==> config.mk <==
export PLATFORM = sky130hd
export DESIGN_NAME = alu_arbiter
export DESIGN_NICKNAME = d
export VERILOG_FILES = /design/src/rtl/alu_arbiter.sv
export SDC_FILE = /design/constraint.sdc
export NUM_CORES = 1
export LEC_CHECK = 0
export ABC_AREA = 1
export BUFFER_PORTS_ARGS = -buffer_cell sky130_fd_sc_hd__clkbuf_2
export CELL_PAD_IN_SITES_DETAIL_PLACEMENT = 0
export CELL_PAD_IN_SITES_GLOBAL_PLACEMENT = 1
export CORE_MARGIN = 8
export CORE_UTILIZATION = 28
export DETAILED_ROUTE_END_ITERATION = 7
export PLACE_DENSITY_LB_ADDON = 0.1
export SYNTH_ARGS = -nofsm -noshare
export SYNTH_HDL_FRONTEND = slang
export SYNTH_SLANG_ARGS = --single-unit
==> constraint.sdc <==
create_clock -name clk -period 0.98 [get_ports clk]
set_input_delay 0.049 -clock clk [delete_from_list [all_inputs] [get_ports clk]]
set_output_delay 0.049 -clock clk [all_outputs]
set_load 0.05 [all_outputs]
==> src/rtl/alu_arbiter.sv <==
// Arbiter/sequencer that time-shares one external combinational ALU between NREQ requesters.
// Define ALU_ARB_FIXED_PRIO_EN for fixed lowest-index priority; round-robin otherwise.
module alu_arbiter #(
  parameter int WIDTH = 4,
  parameter int NREQ  = 2
) (
  input  logic                    clk,
  input  logic                    reset_n,
  input  logic [NREQ-1:0]         req,
  input  logic [2*NREQ-1:0]       req_op,
  input  logic [WIDTH*NREQ-1:0]   req_a,
  input  logic [WIDTH*NREQ-1:0]   req_b,
  output logic [NREQ-1:0]         gnt,
  output logic [NREQ-1:0]         rsp_valid,
  output logic [WIDTH-1:0]        rsp_result,
  output logic [1:0]              rsp_flags,
  output logic [WIDTH-1:0]        alu_a,
  output logic [WIDTH-1:0]        alu_b,
  output logic [1:0]              alu_control,
  input  logic [WIDTH-1:0]        alu_result,
  input  logic [1:0]              alu_flags
);

  localparam int IDXW = (NREQ > 1) ? $clog2(NREQ) : 1;

  typedef enum logic [1:0] {
    S_IDLE  = 2'd0,
    S_ISSUE = 2'd1,
    S_RESP  = 2'd2
  } state_t;

  state_t                 r_state;
  logic [NREQ-1:0]        r_gnt;
  logic [NREQ-1:0]        r_rsp_valid;
  logic [WIDTH-1:0]       r_rsp_result;
  logic [1:0]             r_rsp_flags;
  logic [WIDTH-1:0]       r_alu_a;
  logic [WIDTH-1:0]       r_alu_b;
  logic [1:0]             r_alu_control;

  logic [1:0]             w_op [NREQ];
  logic [WIDTH-1:0]       w_a  [NREQ];
  logic [WIDTH-1:0]       w_b  [NREQ];
  logic [IDXW-1:0]        w_win_idx;
  logic                   w_win_found;
  logic [NREQ-1:0]        w_win_oh;

  always_comb begin
    for (int i = 0; i < NREQ; i++) begin
      w_op[i] = req_op[2*i +: 2];
      w_a[i]  = req_a[WIDTH*i +: WIDTH];
      w_b[i]  = req_b[WIDTH*i +: WIDTH];
    end
  end

`ifdef ALU_ARB_FIXED_PRIO_EN
  // Scanning downward lets the lowest set index overwrite any higher one.
  always_comb begin
    w_win_idx   = '0;
    w_win_found = 1'b0;
    for (int k = NREQ - 1; k >= 0; k--) begin
      if (req[IDXW'(k)]) begin
        w_win_idx   = IDXW'(k);
        w_win_found = 1'b1;
      end
    end
  end
`else
  logic [IDXW-1:0] r_rr_ptr;
  logic [IDXW-1:0] w_ptr_next;

  // NOTE: every always_comb output gets a default first so no path leaves it unassigned (no latch).
  always_comb begin
    int v_idx;
    w_win_idx   = '0;
    w_win_found = 1'b0;
    for (int k = 0; k < NREQ; k++) begin
      v_idx = int'(r_rr_ptr) + k;
      if (v_idx >= NREQ) v_idx = v_idx - NREQ;
      if (!w_win_found && req[IDXW'(v_idx)]) begin
        w_win_idx   = IDXW'(v_idx);
        w_win_found = 1'b1;
      end
    end
  end

  assign w_ptr_next = (w_win_idx == IDXW'(NREQ - 1)) ? '0 : w_win_idx + IDXW'(1);
`endif

  assign w_win_oh = NREQ'(1) << w_win_idx;

  // NOTE: state registers use non-blocking assignments so every flop samples pre-edge values.
  always_ff @(posedge clk or negedge reset_n) begin
    if (!reset_n) begin
      r_state       <= S_IDLE;
      r_gnt         <= '0;
      r_rsp_valid   <= '0;
      r_rsp_result  <= '0;
      r_rsp_flags   <= '0;
      r_alu_a       <= '0;
      r_alu_b       <= '0;
      r_alu_control <= '0;
`ifndef ALU_ARB_FIXED_PRIO_EN
      r_rr_ptr      <= '0;
`endif
    end else begin
      case (r_state)
        S_IDLE: begin
          r_rsp_valid <= '0;
          if (w_win_found) begin
            // Operand registers double as the ALU drive, so they hold through IDLE.
            r_state       <= S_ISSUE;
            r_gnt         <= w_win_oh;
            r_alu_a       <= w_a[w_win_idx];
            r_alu_b       <= w_b[w_win_idx];
            r_alu_control <= w_op[w_win_idx];
`ifndef ALU_ARB_FIXED_PRIO_EN
            r_rr_ptr      <= w_ptr_next;
`endif
          end
        end
        S_ISSUE: begin
          r_state      <= S_RESP;
          r_gnt        <= '0;
          r_rsp_valid  <= r_gnt;
          r_rsp_result <= alu_result;
          r_rsp_flags  <= alu_flags;
        end
        S_RESP: begin
          r_state     <= S_IDLE;
          r_rsp_valid <= '0;
        end
        default: begin
          r_state     <= S_IDLE;
          r_gnt       <= '0;
          r_rsp_valid <= '0;
        end
      endcase
    end
  end

  assign gnt         = r_gnt;
  assign rsp_valid   = r_rsp_valid;
  assign rsp_result  = r_rsp_result;
  assign rsp_flags   = r_rsp_flags;
  assign alu_a       = r_alu_a;
  assign alu_b       = r_alu_b;
  assign alu_control = r_alu_control;

endmodule

==> metrics.yaml, run 1 <==
hold_path:
  hp-class: "in -> reg"
detailed_routing:
  vias_per_cell: 4.202
  ant_nets: 0
  dr.pass1.iters: 4
  routedWlPerCell_um: 11.30
  via_count: 1042
  wirelength_mm: 2.803
  remaining_drc_errors: 0
  drt_iter0_markers: 38
logic_synthesis:
  yosysWarnings: 0
  synth_nets: 157
  synth_area_mm2: 0.001017
  synth-seq-cells: 23
  synth_cell_types: 12
  syn_area_per_cell_um2: 8.010
  syn_inst: 127
  ys_seq_area_share_pct: 56.58
cts:
  cts-root-buf: "clkbuf_4"
  htreeDepth: 1
  clock_path_buffers: 2
  cts_tree: "yes"
  cts_sinks: 23
  numCtsBuffers: 3
  clk_pin_slew_ps: 140
  clock_latency_ps: 320
critical_path:
  cp_common_cell: "nand2_1"
  crit_path_max_fanout: 4
  slowest_stage: "dfrtp_1"
  cp_data_arrival_time_ps: 1300
  worstPathCellList: "buf_6 -> nor2_4 -> buf_4 -> nand2_1 -> nand2_1"
  start_kind: "flop"
  path_class: "reg -> reg"
  critPathMaxStageDelay_ps: 430
  worstPathRequired_ps: 1240
  cp-end-kind: "flop"
sta:
  setup_violations: 11
  clock-skew-final_ps: 6.388
  finalMaxSlewViolations: 0
  finalCritPeriodShare_pct: 105.6
  hold_viol: 0
  post-route-worst-setup-slack_ps: -55.17
  fmax_mhz: 966.0
  rsz0062_at_grt: "true"
  fin_crit_ps: 1035
  worst_pin_slew_ps: 562.1
  slew_headroom_pct: 62.52
power_and_ir_drop:
  power.static_leakage_nw: 0.9778
  cellPowerDensity_mw_per_mm2: 2423
  p_total_w: 0.004289
  irDropWorstVdd_v: 0.001124
grt:
  grt.total_usage_pct: 9.730
  overflow: 0
  antenna_found_initial: 0
  grt_pass1_vias: 1042
  grt_first_pass_wirelength_mm: 4.733
  grt_max_degree: 24
floorplanning:
  rows: 22
  dieWidth_um: 76.28
  die_area_mm2: 0.005818
  pin_count: 50
  fp.dieH_um: 76.28
  start_util_pct: 28.43
  core_mm2: 0.003578
layout:
  nets: 231
  drive_gt1_share_pct: 41.00
  areaGrowthSynthToFinish_pct: 74.05
  fin_util_pct: 49.48
  layout_commonest_cell: "nand2_1"
  mostFrequentLayoutCells: "nand2_1 (71), clkbuf_2 (28), dfrtp_1 (23)"
  n_fill_cell: 371
  antenna_cells: 0
  design_area_mm2: 0.001770
flow_run:
  max_cap_violations: 0
outcome:
  status: "finished with violations"
  violations: "setup timing"
placement:
  dp_hpwl_mm: 2.065
  dpl_cell_area_mm2: 0.001343
  place_congestion: 0.6997
  io_buffers: 48
-- metrics by stage --
stage          setup TNS, ps  hold WS (ps)  setup slack [ps]  instances
2_1_floorplan         -20.85        -246.6            -2.085        127
3_3_place_gp          -178.5         80.99            -23.30        227
3_5_place_dp          -525.1         76.18            -57.41        227
4_1_cts               -470.7         4.076            -57.94        241
5_1_grt                -1445         15.05            -132.7        248
6_report              -333.0         10.72            -55.17        248
-- worst max-delay path, delay by kind of cell, from the launching register on --
kind                   cells  cell delay [ps]
flip-flops                 1              430
buffers and inverters      2              280
AND/OR/NAND/NOR            3              260
-- timing repair --
item                                    CTS  global route
endpoints found under the hold margin    30             0
resized for setup                        46            32
gates cloned                              0             0
endpoints found under the setup margin   38            38
hold buffers                              8             0
pin swaps                                 0             1
buffers inserted                          2             7
-- worst paths after layout --
check / start / end / slack (ps) / cells past startpoint
hold / removal: req_a[1] / alu_a[1] / 10 / 5
min in group asynchronous: reset_n / rsp_valid[1] / 230 / 2
hold reg to reg: alu_b[1] / alu_b[1] / 540 / 2
setup / recovery: r_state[0] / alu_a[0] / -60 / 5
setup reg to reg: r_state[0] / alu_a[0] / -60 / 5
max in group asynchronous: reset_n / alu_a[0] / 370 / 2
-- cell usage after synthesis --
master   number  area (µm²)
buf_2         1       5.000
nand2_1      77       289.0
nor2_1        3       11.26
inv_2         1       3.750
dfrtp_1      23       575.6
buf_6         2       22.52
inv_1         3       11.26
nand2_2       2       12.51
buf_4         2       15.01
nor2_4        1       11.26
a21oi_1       1       5.000
nand3_1      11       55.05
-- layer usage --
metal | vias to the layer above | routed length, µm | GRT usage, %
met5 | - | 0 | 0
met4 | 0 | 34 | 3.462
met3 | 4 | 261 | 4.835
met2 | 29 | 1352 | 15.77
met1 | 475 | 1156 | 10.74
li1 | 534 | - | -
-- flip-flops by register name, summed over array words and instances (netlist names) --
signal	count
alu_b	4
rsp_result	4
alu_control	2
r_state	2
rsp_valid	2
gnt	2
r_rr_ptr	1
rsp_flags	2
alu_a	4
-- kinds of logic after synthesis --
| family | share of synthesized area [%] |
|---|---|
| AOI/OAI and AO/OA | 0.4915 |
| buffers and inverters | 5.657 |
| DFF | 56.58 |
| and+or+nand+nor | 37.27 |
-- layout make-up --
class,instances,area (µm²),area share [%]
inverter,4,22.52,1.272
clock buffer,3,22.52,1.272
clock inverter,1,7.507,0.4240
multi-input combinational,95,415.4,23.46
timing repair buffer,74,666.9,37.67
sequential,23,575.6,32.51
tap,48,60.06,3.392
-- power breakdown --
| group | leakage (nW) | switching, W | internal (W) |
|---|---|---|---|
| combinational | 0.675 | 0.00136 | 0.00104 |
| sequential | 0.289 | 0.000229 | 0.00120 |
| clock | 0.0139 | 0.000302 | 0.000156 |
| total | 0.978 | 0.00190 | 0.00239 |
Note: power is estimated with default switching activity, not from simulation.
==> run 2, diff against run 1 <==
--- a/config.mk
+++ b/config.mk
@@ -12,7 +12,8 @@
 export CORE_MARGIN = 8
 export CORE_UTILIZATION = 28
 export DETAILED_ROUTE_END_ITERATION = 7
-export PLACE_DENSITY_LB_ADDON = 0.1
+export PLACE_DENSITY_LB_ADDON = 0.08
+export SLEW_MARGIN = 20
 export SYNTH_ARGS = -nofsm -noshare
 export SYNTH_HDL_FRONTEND = slang
 export SYNTH_SLANG_ARGS = --single-unit
==> run 2 against run 1 <==
The flow still finishes with violations (setup timing). Global-route usage grew 0.33 points. Non-clock buffer count is the same. Critical path depth grew 1. Register-to-register slack is essentially flat. Clock skew shrank 1.4 ps. Routed wire length grew 2.1%. Critical path type unchanged. Total power shrank 3.0%. Final area shrank 2.2%. Core utilization shrank 1.1 points. Final cell count is the same. Largest cell class unchanged. Clock power shrank 7.4%. First-iteration DRC count shrank 61%.
==> metrics.yaml, run 2 (synthesis gave the netlist of run 1 again) <==
hold_path:
  hold_end: "alu_a[2]"
  hp-start: "req_a[2]"
  hold_depth: 5  # unchanged
  hp-class: "in -> reg"
sta:
  finalMaxSlewViolations: 0  # unchanged
  setup_violations: 11  # unchanged
  fin_crit_ps: 1027  # -7.742 ps
  fin_hold_ws_ps: 20.35  # +9.637 ps
  rsz0062_at_grt: "true"
  post-route-worst-setup-slack_ps: -47.43  # +7.742 ps
  worst_pin_slew_ps: 571.2  # +9.096 ps
  finalCritPeriodShare_pct: 104.8  # -0.79 points
  clock-skew-final_ps: 4.985  # -1.403 ps
  slew_headroom_pct: 61.92  # -0.61 points
  fin_tns_setup_ps: -312.1  # +20.94 ps
  fmax_mhz: 973.3  # +0.75%
  hold_viol: 0  # unchanged
grt:
  antenna_found_initial: 0  # unchanged
  use_met1_pct: 11.32  # +0.59 points
  overflow: 0  # unchanged
  grt.total_usage_pct: 10.06  # +0.33 points
  busiest_layer: "met2"
  grt_pass1_vias: 1064  # +2.1%
  grt_max_degree: 24  # unchanged
  met2_usage_pct: 16.62  # +0.86 points
  grt_first_pass_wirelength_mm: 4.885  # +3.2%
  met3_usage_pct: 4.953  # +0.12 points
power_and_ir_drop:
  irDropWorstVdd_v: 0.0009973  # -11%
  power.static_leakage_nw: 0.9676  # -1.0%
  switching_share_pct: 44.30  # +0.097 points
  p_total_w: 0.004159  # -3.0%
  pwr-share-seq_pct: 33.7  # +0.4 points
  comb_power_share_pct: 56.1  # about the same
  power.switching_w: 0.001842  # -2.8%
  pwr-share-clk_pct: 10.2  # -0.5 points
  cellPowerDensity_mw_per_mm2: 2402  # -0.87%
  internal_power_w: 0.002317  # -3.2%
detailed_routing:
  vias_per_cell: 4.089  # -2.7%
  dr.pass1.iters: 3  # -1
  ant_nets: 0  # unchanged
  drt_iter0_markers: 15  # -61%
  routedWlPerCell_um: 11.54  # +2.1%
  via_count: 1014  # -2.7%
  wirelength_mm: 2.861  # +2.1%
  remaining_drc_errors: 0  # unchanged
critical_path:
  critPathMaxStageDelay_ps: 410  # -20 ps
  cp-end-kind: "flop"
  reg2reg_depth: 6  # +1
  start_kind: "flop"
  worstPathRequired_ps: 1230  # about the same
  crit_path_max_fanout: 4  # unchanged
  worstPathCellList: "inv_2 -> nand2_2 -> nor2_4 -> buf_4 -> nand2_1 -> nand2_1"
  cp_common_cell: "nand2_1"
  reg2reg_slack_ps: -50  # about the same
  r2r-end: "alu_b[1]"
  path_class: "reg -> reg"
  slowest_stage: "dfrtp_1"
  cp_data_arrival_time_ps: 1280  # -20 ps
  r2r_start: "r_state[1]"
floorplanning:
  dieWidth_um: 76.28  # unchanged
  start_util_pct: 28.43  # unchanged
  rows: 22  # unchanged
  die_area_mm2: 0.005818  # unchanged
  pin_count: 50  # unchanged
  core_mm2: 0.003578  # unchanged
  fp.dieH_um: 76.28  # unchanged
outcome:
  status: "finished with violations"
  violations: "setup timing"
layout:
  areaGrowthSynthToFinish_pct: 70.23
  drive_gt1_share_pct: 43.50  # +2.5 points
  mostFrequentLayoutCells: "nand2_1 (66), clkbuf_2 (28), dfrtp_1 (23)"
  layout_commonest_cell: "nand2_1"
  antenna_cells: 0  # unchanged
  nets: 231  # unchanged
cts:
  cts-root-buf: "clkbuf_4"
  htreeDepth: 1  # unchanged
  clock_latency_ps: 300  # -20 ps
  numCtsBuffers: 3  # unchanged
  cts_sinks: 23  # unchanged
  clk_pin_slew_ps: 120  # -20 ps
  clock_path_buffers: 2  # unchanged
  cts_tree: "yes"
placement:
  io_buffers: 48  # unchanged
  preCtsSetupSlack_ps: -44.75  # +12.66 ps
  place_congestion: 0.6912  # -1.2%
  dp_hpwl_mm: 2.050  # -0.72%
flow_run:
  max_cap_violations: 0  # unchanged
[run 2: cell types whose count changed in the layout (fill, tap and decap cells not counted), sizes merged]
cell,previous run,this run
buf,38,36
clkbuf,31,35
dlygate4sd3,8,7
clkinvlp,1,0
[run 2: critical path: cells and delay by family, from the launching register on]
family / cells / cell delay (ps)
buffers and inverters: 2 / 230
and+or+nand+nor: 4 / 340
DFF: 1 / 410
[run 2: worst max path at each step]
stage	start	cells after the start	slack, ps	end
after global placement	r_state[0]	5	-40	rsp_result[3]
after floorplan	r_state[0]	5	-2	alu_a[0]
final	r_state[1]	6	-50	alu_b[1]
after detailed placement	r_state[0]	5	-40	rsp_result[2]
after global routing	r_state[1]	6	-120	alu_b[0]
after CTS	r_state[1]	6	-50	alu_b[1]
[run 2: timing repair]
action,4_1_cts,5_1_grt
hold buffers,7,0
hold endpoints to repair,29,0
setup buffers,2,8
pin swaps,7,6
resized for setup,42,34
setup endpoints to repair,37,39
[run 2: area by class of cell]
class	count	area (µm²)
clock buffer	4	26.28
fill	381	1847
inverter	4	22.52
multi-input combinational	95	427.9
sequential	23	575.6
tap	48	60.06
timing repair buffer	74	619.3
[run 2: stage by stage]
| stage | utilization [%] | cells | instance area (µm²) |
|---|---|---|---|
| 2_1_floorplan | - | 127 | 1021 |
| 3_3_place_gp | 37.52 | 227 | 1343 |
| 3_5_place_dp | 37.52 | 227 | 1343 |
| 4_1_cts | 44.93 | 240 | 1608 |
| 5_1_grt | 48.39 | 248 | 1732 |
| 6_report | 48.39 | 248 | 1732 |
[run 2: metal layers]
metal	wire length [µm]	part of all wire, %
met5	0	0
met4	23	0.80
met3	254	8.9
met2	1365	48
met1	1218	43
[run 2: power groups by stage]
stage               Combinational [W]  Sequential [W]  Clock, W
floorplan                    0.000431         0.00217         0
global placement              0.00172         0.00135         0
detailed placement            0.00173         0.00135         0
CTS                           0.00209         0.00136  0.000457
global route                  0.00249         0.00143  0.000487
finish                        0.00233         0.00140  0.000424
==> run 3, diff against run 2 <==
--- a/config.mk
+++ b/config.mk
@@ -12,7 +12,7 @@
 export CORE_MARGIN = 8
 export CORE_UTILIZATION = 28
 export DETAILED_ROUTE_END_ITERATION = 7
-export PLACE_DENSITY_LB_ADDON = 0.08
+export PLACE_DENSITY = 0.78
 export SLEW_MARGIN = 20
 export SYNTH_ARGS = -nofsm -noshare
 export SYNTH_HDL_FRONTEND = slang
==> run 3 against run 2 <==
The flow still finishes with violations (setup timing). Combinational power increased by 4%. Register-to-register slack improved by 30 ps. Via count increased by 2.6%. Maximum frequency increased by 2.6%. Core utilization increased by 0.80 points. Flip-flop and latch count unchanged. Largest power group unchanged.
==> metrics.yaml, run 3 (synthesis gave the netlist of run 1 again) <==
sta:
  fmax_mhz: 998.4  # +2.6%
  slew_headroom_pct: 80.06  # +18 points
  rsz0062_at_grt: "true"
  post-route-worst-setup-slack_ps: -21.55  # +25.87 ps
  finalCritPeriodShare_pct: 102.2  # -2.6 points
  finalMaxSlewViolations: 0  # unchanged
  fin_tns_setup_ps: -124.4  # +187.7 ps
  fin_crit_ps: 1002  # -25.87 ps
  setup_violations: 11  # unchanged
  clock-skew-final_ps: 1.139  # -3.846 ps
  hold_viol: 0  # unchanged
  worst_pin_slew_ps: 299.1  # -272.1 ps
placement:
  dp_hpwl_mm: 2.082  # +1.6%
  io_buffers: 48  # unchanged
  preCtsSetupSlack_ps: -56.97  # -12.22 ps
  place_congestion: 0.7473  # +8.1%
grt:
  grt_pass1_vias: 1105  # +3.9%
  met2_usage_pct: 16.11  # -0.51 points
  antenna_found_initial: 0  # unchanged
  busiest_layer: "met2"
  use_met1_pct: 13.26  # +1.9 points
  overflow: 0  # unchanged
  grt_max_degree: 24  # unchanged
  grt.total_usage_pct: 10.69  # +0.63 points
  met3_usage_pct: 6.840  # +1.9 points
  grt_first_pass_wirelength_mm: 5.306  # +8.6%
critical_path:
  r2r-end: "alu_b[2]"
  cp-end-kind: "flop"
  worstPathRequired_ps: 1200  # -30 ps
  crit_end: "alu_b[2]"
  cp_data_arrival_time_ps: 1220  # -60 ps
  crit_path_max_fanout: 7  # +3
  r2r_start: "r_state[0]"
  start_kind: "flop"
  crit_start: "r_state[0]"
  reg2reg_depth: 5  # -1
  path_class: "reg -> reg"
  reg2reg_slack_ps: -20  # +30 ps
layout:
  mostFrequentLayoutCells: "nand2_1 (68), clkbuf_2 (28), dfrtp_1 (23)"
  areaGrowthSynthToFinish_pct: 73.06
  antenna_cells: 0  # unchanged
  multi_input_area_um2: 414.1  # -3.2%
  layout_commonest_cell: "nand2_1"
  seqCellArea_um2: 575.6  # unchanged
  n_fill_cell: 359  # -5.8%
  nets: 232  # +0.43%
  drive_gt1_share_pct: 43.28  # -0.22 points
floorplanning:
  start_util_pct: 28.43  # unchanged
  core_mm2: 0.003578  # unchanged
  rows: 22  # unchanged
  pin_count: 50  # unchanged
  die_area_mm2: 0.005818  # unchanged
  fp.dieH_um: 76.28  # unchanged
  dieWidth_um: 76.28  # unchanged
detailed_routing:
  vias_per_cell: 4.177  # +2.2%
  routedWlPerCell_um: 12.16  # +5.4%
  via_count: 1040  # +2.6%
  dr.pass1.iters: 4  # +1
  wirelength_mm: 3.027  # +5.8%
  ant_nets: 0  # unchanged
  drt_iter0_markers: 38  # +23
  remaining_drc_errors: 0  # unchanged
cts:
  htreeDepth: 1  # unchanged
  clock_latency_ps: 310  # about the same
  numCtsBuffers: 3  # unchanged
  cts_sinks: 23  # unchanged
  clock_path_buffers: 2  # unchanged
  cts-root-buf: "clkbuf_4"
  cts_tree: "yes"
  clk_pin_slew_ps: 130  # about the same
outcome:
  status: "finished with violations"
  violations: "setup timing"
hold_path:
  hold_depth: 5  # unchanged
  hp-start: "req_op[1]"
  hp-class: "in -> reg"
power_and_ir_drop:
  irDropWorstVdd_v: 0.001299  # +30%
  cellPowerDensity_mw_per_mm2: 2444  # +1.8%
  power.static_leakage_nw: 0.9857  # +1.9%
flow_run:
  max_cap_violations: 0  # unchanged
run 3: cell count changes in the layout (fill, tap and decap cells not counted), sizes merged:
cell / change
buf: +4
clkbuf: -4
clkinv: +1
run 3: final cells by class:
| cell class | instances | share of cell area [%] |
|---|---|---|
| Timing Repair Buffer | 75 | 37.95 |
| Sequential cell | 23 | 32.69 |
| Multi-Input combinational cell | 95 | 23.53 |
| Tap cell | 48 | 3.412 |
| Clock buffer | 3 | 1.279 |
| Inverter | 4 | 0.8529 |
| Clock inverter | 1 | 0.2843 |
run 3: worst min-delay path by stage:
stage | slack [ps] | end
2_1_floorplan | -250 | alu_a[0]
3_3_place_gp | 50 | alu_a[0]
3_5_place_dp | 50 | alu_b[0]
6_report | 20 | alu_control[1]
5_1_grt | 40 | alu_a[3]
4_1_cts | 10 | alu_b[0]
run 3: per-stage QoR:
step	instance area [µm²]	total power (W)	std cells	utilization, %	hold slack, ps
after floorplan	1021	0.002605	127	-	-246.6
after global placement	1350	0.003073	228	37.73	47.12
after detailed placement	1350	0.003077	228	37.73	47.22
after CTS	1644	0.003985	239	45.94	11.39
after global routing	1760	0.004597	249	49.20	37.67
final	1760	0.004303	249	49.20	19.48
run 3: worst max-delay path: stages (launching register included):
cell and delay [ps]:
dfrtp_1 420, nor2_2 130, nand2_1 100, buf_6 160
nand2_1 50, nand2_1 50
run 3: timing repair:
item | CTS | global route
setup endpoints to repair | 38 | 37
gates resized for setup | 50 | 26
hold buffers | 7 | 0
pin swaps | 1 | 4
hold endpoints to repair | 29 | 0
setup buffers | 0 | 10
run 3: power breakdown:
part	switching [W]	internal, W	total (W)
clock	0.000295	0.000153	0.000447
sequential	0.000239	0.00120	0.00144
combinational	0.00137	0.00105	0.00242
run 3: per-layer routing:
metal  vias up  share of wire (%)
met2        44                 42
li1        537                  -
met3         0                 13
met5         -                  0
met1       459                 45
met4         0                  0
